--- config.mk ---
export PLATFORM = sky130hd
export DESIGN_NAME = keypad_ctrl
export DESIGN_NICKNAME = d
export VERILOG_FILES = /design/src/rtl/keypad_ctrl.sv
export SDC_FILE = /design/constraint.sdc
export NUM_CORES = 1
export LEC_CHECK = 0
export ABC_AREA = 1
export CAP_MARGIN = 20
export CORE_MARGIN = 1
export CORE_UTILIZATION = 55
export DETAILED_ROUTE_END_ITERATION = 6
export PLACE_DENSITY = 0.88
export SLEW_MARGIN = 20
export SYNTH_ARGS = -nofsm -noshare
export SYNTH_HDL_FRONTEND = slang
export SYNTH_SLANG_ARGS = --single-unit
--- constraint.sdc ---
create_clock -name clk -period 3.7 [get_ports clk]
set_input_delay 1.11 -clock clk [delete_from_list [all_inputs] [get_ports clk]]
set_output_delay 1.11 -clock clk [all_outputs]
set_load 0.03 [all_outputs]
--- src/rtl/keypad_ctrl.sv ---
// Keypad entry controller: debounces key presses/releases, accumulates BCD digits
// and emits operand + operator when an operator key terminates the entry.
module keypad_ctrl #(
    parameter logic [15:0] DB_CYCLES  = 16'd50000,
    parameter int          MAX_DIGITS = 3
) (
    input  logic        clk,
    input  logic        rst_n,
    input  logic        key_da,
    input  logic [3:0]  key_code,
    input  logic        out_ready,
    output logic        out_valid,
    output logic [15:0] out_operand,
    output logic [3:0]  out_op,
    output logic [2:0]  digit_cnt,
    output logic        key_pulse
);

    typedef enum logic [2:0] {
        IDLE,
        DEBOUNCE,
        PROCESS,
        EMIT,
        RELEASE
    } state_t;

    localparam logic [15:0] DB_LAST   = DB_CYCLES - 16'd1;
    localparam logic [2:0]  DIGIT_MAX = 3'(MAX_DIGITS);

    state_t      state;
    state_t      state_next;
    logic [15:0] db_cnt;
    logic [15:0] buffer;
    logic        is_digit;
    logic        is_op;
    logic        is_clear;

    assign is_digit = (key_code <= 4'h9);
    assign is_op    = (key_code >= 4'hA) && (key_code <= 4'hE);
    assign is_clear = (key_code == 4'hF);

    always_ff @(posedge clk) begin
        if (!rst_n) begin
            state <= IDLE;
        end else begin
            state <= state_next;
        end
    end

    always_comb begin
        state_next = state;
        case (state)
            IDLE: begin
                if (key_da) begin
                    state_next = DEBOUNCE;
                end
            end
            DEBOUNCE: begin
                if (!key_da) begin
                    state_next = IDLE;
                end else if (db_cnt == DB_LAST) begin
                    state_next = PROCESS;
                end
            end
            PROCESS: begin
                state_next = is_op ? EMIT : RELEASE;
            end
            EMIT: begin
                if (out_valid && out_ready) begin
                    state_next = RELEASE;
                end
            end
            RELEASE: begin
                if (!key_da && (db_cnt == DB_LAST)) begin
                    state_next = IDLE;
                end
            end
            default: state_next = IDLE;
        endcase
    end

    always_comb begin
        key_pulse = (state == PROCESS);
    end

    // Counter is zeroed on every path into DEBOUNCE and RELEASE, so it never wraps.
    always_ff @(posedge clk) begin
        if (!rst_n) begin
            db_cnt      <= 16'd0;
            buffer      <= 16'd0;
            digit_cnt   <= 3'd0;
            out_valid   <= 1'b0;
            out_operand <= 16'd0;
            out_op      <= 4'd0;
        end else begin
            case (state)
                IDLE: begin
                    db_cnt <= 16'd0;
                end
                DEBOUNCE: begin
                    if (key_da) begin
                        db_cnt <= db_cnt + 16'd1;
                    end
                end
                PROCESS: begin
                    db_cnt <= 16'd0;
                    if (is_digit) begin
                        if (digit_cnt < DIGIT_MAX) begin
                            buffer    <= {buffer[11:0], key_code};
                            digit_cnt <= digit_cnt + 3'd1;
                        end
                    end else if (is_clear) begin
                        buffer    <= 16'd0;
                        digit_cnt <= 3'd0;
                    end else if (is_op) begin
                        out_operand <= buffer;
                        out_op      <= key_code;
                        out_valid   <= 1'b1;
                        buffer      <= 16'd0;
                        digit_cnt   <= 3'd0;
                    end
                end
                EMIT: begin
                    db_cnt <= 16'd0;
                    if (out_ready) begin
                        out_valid <= 1'b0;
                    end
                end
                RELEASE: begin
                    if (key_da) begin
                        db_cnt <= 16'd0;
                    end else begin
                        db_cnt <= db_cnt + 16'd1;
                    end
                end
                default: begin
                    db_cnt <= 16'd0;
                end
            endcase
        end
    end

endmodule

* Yosys cells after proc, flatten, opt, wreduce, memory -nomap -nowiden
Index checks and enable logic that the tools add are counted.
** Cells by class
- Add/sub/neg operators :: 2
- Order comparisons :: 4
- Equality and inequality tests :: 16
- Mux-type cells :: 23
- Bitwise logic cells :: 2
- Reduce and logical (&&, ||, !) cells :: 11
** Operators by type and width (number)
- 2-to-1 mux 16 bit :: 6
- one-hot mux 16 bit (2 select lines) :: 1
- 2-to-1 mux 3 bit :: 10
- adder 16 x 1 -> 16 bit (second input constant) :: 1
- == test 16 bit (second input constant) :: 1
- one-hot mux 3 bit (5 select lines) :: 1
- != test 2 bit (second input constant) :: 7
- less-or-equal comparator 4 bit (second input constant) :: 2
- AND reduction 4 bit :: 2
- == test 3 x 2 -> 1 bit (second input constant) :: 2
- AND reduction 5 bit :: 1
- == test 4 bit (second input constant) :: 1
- >= comparator 4 bit (second input constant) :: 1
- 2-to-1 mux 1 bit :: 4
- != test 2 x 1 -> 1 bit (second input constant) :: 2
- adder 3 x 1 -> 3 bit (second input constant) :: 1
- == test 3 x 1 -> 1 bit (second input constant) :: 1
- == test 3 bit (second input constant) :: 1
- logical AND 1 bit :: 3
- logical NOT 3 bit :: 1
- less-than comparator 3 x 2 -> 1 bit (second input constant) :: 1
- != test 3 bit (second input constant) :: 1
- AND reduction 3 bit :: 1
- nonzero test 3 bit :: 1
- other kinds (4) :: 5
** Storage, ports and cells
- Register bits :: 59
- Output and inout port bits :: 25
- Word-level logic and storage cells :: 65

* Logic depth before layout (Yosys ltp)
- Depth in word-level cells :: 6
- Mapped depth :: 10
- Depth with buffers taken out :: 9

* Least setup slack after synthesis
Ideal clock, no wire load.
- Path type :: input port to flip-flop
- Start point :: input key_code[1]
- End point :: register state[0]
- Arrival :: 1918 ps
- Data required time :: 3585 ps
- Path slack :: 1667 ps
- Stages on the path :: 9
- Buffers on the path :: 1
- Cells stage by stage :: nor2_2 -> nor2_8 -> nand2_2 -> nor2_4 -> buf_4 -> nor2_1 -> nand3_1 -> nand2_1 -> nor2_1
** On the way
- Word-level cells in the longest chain between the ends :: 4
- Elaborated cells on any way between the ends :: 5
** Ends and longest elaborated chain
- start, declared :: RTL line 10 : input logic [3:0] key_code,
- >= comparator 4 bit / less-or-equal comparator 4 bit (equally long branches) :: RTL line 39 : assign is_op = (key_code >= 4'hA) && (key_code <= 4'hE);
- logical AND 1 bit * :: RTL line 39
- 2-to-1 mux 3 bit * :: RTL line 66 : state_next = is_op ? EMIT : RELEASE;
- one-hot mux 3 bit (5 select lines) * :: RTL line 52 : case (state)
- end signal, assigned :: RTL line 46 : state <= state_next;
- end, declared :: RTL line 30 : state_t state;
Every way passes the cells marked *; elsewhere a longest branch is shown, timed or not.
A chain may end at the register's enable or synchronous reset.

* Worst setup path in the final report
- Start point :: register state[1]
- End point :: output key_pulse
** On the way
- Word-level cells in the longest chain between the ends :: 1
** Ends and longest elaborated chain
- == test 3 x 2 -> 1 bit :: RTL line 83 : key_pulse = (state == PROCESS);
- end, declared :: RTL line 16 : output logic key_pulse
Every way passes these cells.

==> results.json <==
{
  "rsz0062_at_grt": "false",
  "cts_setup_buffers": 0,
  "layout_min_cycle_time_ps": 2900,
  "path_class": "flip-flop to output pin",
  "synth_top_area_share_pct": 45.5,
  "worst_setup_path_start_kind": "flip-flop",
  "drt_iter0_drc": 219,
  "postCtsResizedCells": 0,
  "setup_viol": 0,
  "grt_pass1_wl_um": 9980,
  "postSynthCellCount": 343,
  "wirelength_um": 5830,
  "leakage_uw": 0.00126,
  "yosysWarnings": 0,
  "synth-edff-count": 0,
  "p_per_area_nw_per_um2": 703,
  "place_congestion": 0.906,
  "worst_skew_pair.late_latency_ps": 350,
  "min_period_over_period_pct": 78.5,
  "grt_overflow_total": 0,
  "final_max_slew_viol_count": 0,
  "cts_buffer_depth": 2,
  "clkTransAtPathRegs_ps": 60,
  "cap_violations": 0,
  "initial_core_util_pct": 58.4,
  "drive_gt1_share_pct": 9.95,
  "crit_cells": 5,
  "r2r_cells": 7,
  "portBuffers": 32,
  "cp.arrival_ps": 1790,
  "antenna_found_initial": 0,
  "vias": 2316,
  "wl_per_cell_um": 13.4,
  "timing_worst_slew_pin_value_ps": 618,
  "cts_made_buffers": 9,
  "crit_family": "buffers and inverters",
  "synth.largest_area_cell": "dfxtp_1",
  "synth_seq_cells": 59,
  "hold_class": "flip-flop to flip-flop",
  "ys_seq_area_share_pct": 45.5,
  "hold_viol_final": 0,
  "finalSetupTns_ps": 0,
  "grt_pass1_vias": 2190,
  "postCtsHoldBufs": 0,
  "path_cells": "inv_2, nor2_8, nand2_4, inv_4, clkdlybuf4s50_1",
  "fmax_ghz": 0.344,
  "cpMaxStageDelayCell": "clkdlybuf4s50_1",
  "clock_sinks": 59,
  "postSynthAreaPerCell_um2": 7.57,
  "final_core_util_pct": 70.9,
  "cts_tree": "yes",
  "syn_area_um2": 2600,
  "violations": "design-rule violations",
  "layout.nets": 388,
  "cp.required_ps": 2590,
  "die_w_um": 70.7,
  "grt_use_total_pct": 25.6,
  "status": "complete, but fails checks",
  "ir_drop_mv": 0.385,
  "grt_max_degree": 25,
  "die_h_um": 70.7,
  "design.core.area_um2": 4440,
  "skew_ps": 8.04,
  "viasPerCell": 5.34,
  "syn2layout_area_growth_pct": 21.4,
  "ant_nets": 0,
  "route.detailed.drc": 2,
  "crit_buf_inv": 3,
  "synth_common_cells": "nor2_1 (67), dfxtp_1 (59), o21ai_0 (46), nand2_1 (37), inv_1 (34)",
  "cp_max_fo": 4,
  "worstHoldPathCells": 2,
  "post-synth-top-count-cell": "nor2_1",
  "setup.worst_path.end_class": "output pin",
  "diodes": 0,
  "firstDrtPassIters": 6,
  "cts_root_buffer": "clkbuf_8",
  "synth_area_leaders": "dfxtp_1 (45%), nor2_1 (9.7%), o21ai_0 (8.9%), nand2_1 (5.3%), inv_1 (4.9%)",
  "fp-row-count": 24,
  "slowest_delay_ps": 670,
  "syn_nets": 354,
  "async_reset_ff_share_pct": 0,
  "ys_types": 33,
  "pin_count": 33,
  "synth_ff_type": "dfxtp_1",
  "dieArea_um2": 5000,
  "slew_headroom_pct": 58.7,
  "dp_hpwl_um": 4040,
  "cts_max_level": 3
}
-- cell families (layout without fill, tap and decap cells) --
| family | after synthesis | in the layout | share of synthesized area (%) |
|---|---|---|---|
| buffers and inverters | 50 | 89 | 8.58 |
| AO/OA/AOI/OAI | 77 | 77 | 15.7 |
| AND/OR/NAND/NOR | 149 | 149 | 27.1 |
| XOR/XNOR | 5 | 5 | 1.69 |
| flip-flops | 59 | 59 | 45.5 |
| adder cells (fa/ha/maj) | 3 | 3 | 1.45 |
-- worst paths after layout --
| check | startpoint | to | slack [ps] |
|---|---|---|---|
| worst max-delay path | state[1]$_SDFFE_PN0P_ | key_pulse | 800 |
| worst min register to register | buffer[3]$_SDFFE_PN0P_ | buffer[3]$_SDFFE_PN0P_ | 470 |
| worst min-delay path | buffer[3]$_SDFFE_PN0P_ | buffer[3]$_SDFFE_PN0P_ | 470 |
| worst max register to register | state[2]$_SDFFE_PN0P_ | db_cnt[14]$_SDFFE_PN0P_ | 1930 |
-- flip-flops by register name, summed over array words and instances, names as in the netlist --
name,flops
state,3
out_valid,1
out_operand,16
buffer,16
digit_cnt,3
db_cnt,16
out_op,4
-- worst min-delay path, delay by kind of cell (launching register included) --
kind / cells / cell delay (ps)
compound gates: 1 / 50
flops: 1 / 310
simple gates: 1 / 60
-- final cells by class --
class                           instances  area (um2)
Clock buffer                           11         151
Clock inverter                          5        75.1
Fill cell                             342        1290
Inverter                               38         145
Multi-Input combinational cell        234        1190
Sequential cell                        59        1180
Tap cell                               52        65.1
Timing Repair Buffer                   35         343
-- power breakdown --
part           switching, uW  internal, uW  leakage, uW  total [uW]
clock network            255           412     0.000119         667
registers               91.0           753     0.000479         844
logic                    456           249     0.000665         705
total                    802          1410      0.00126        2220
-- cells in the final DEF (no fill, tap or decap), drive strengths merged --
cell type and n:
nand2 42, o21a 1, a211oi 4, o21ai 46
or2 1, nand4 4, dfxtp 59, a21oi 26
buf 3, clkdlybuf4s50 32, ha 3, xor2 5
nand3b 1, nor3 7, clkinv 4, nor3b 1
nand3 17, clkbuf 11, bufinv 2, and2 1
inv 37, nor2 75
-- per-layer routing --
layer  GRT usage [%]  vias up  wire length, um
met4            14.0        0               85
li1                -     1185                -
met2            40.9       60             2780
met1            32.6     1058             2660
met5               0        -                0
met3            5.13       13              308
-- per-stage QoR --
step                instance area (um2)  worst slack (ps)  instances  hold WS, ps  total power [uW]
floorplan                          2600              1670        343          435              1380
CTS                                3150               792        434          469              2210
global route                       3150               737        434          498              2340
global placement                   2930               889        418          451              1520
finish                             3150               796        434          467              2220
detailed placement                 2930               824        418          456              1550
Power figures use the tool's default switching activity.
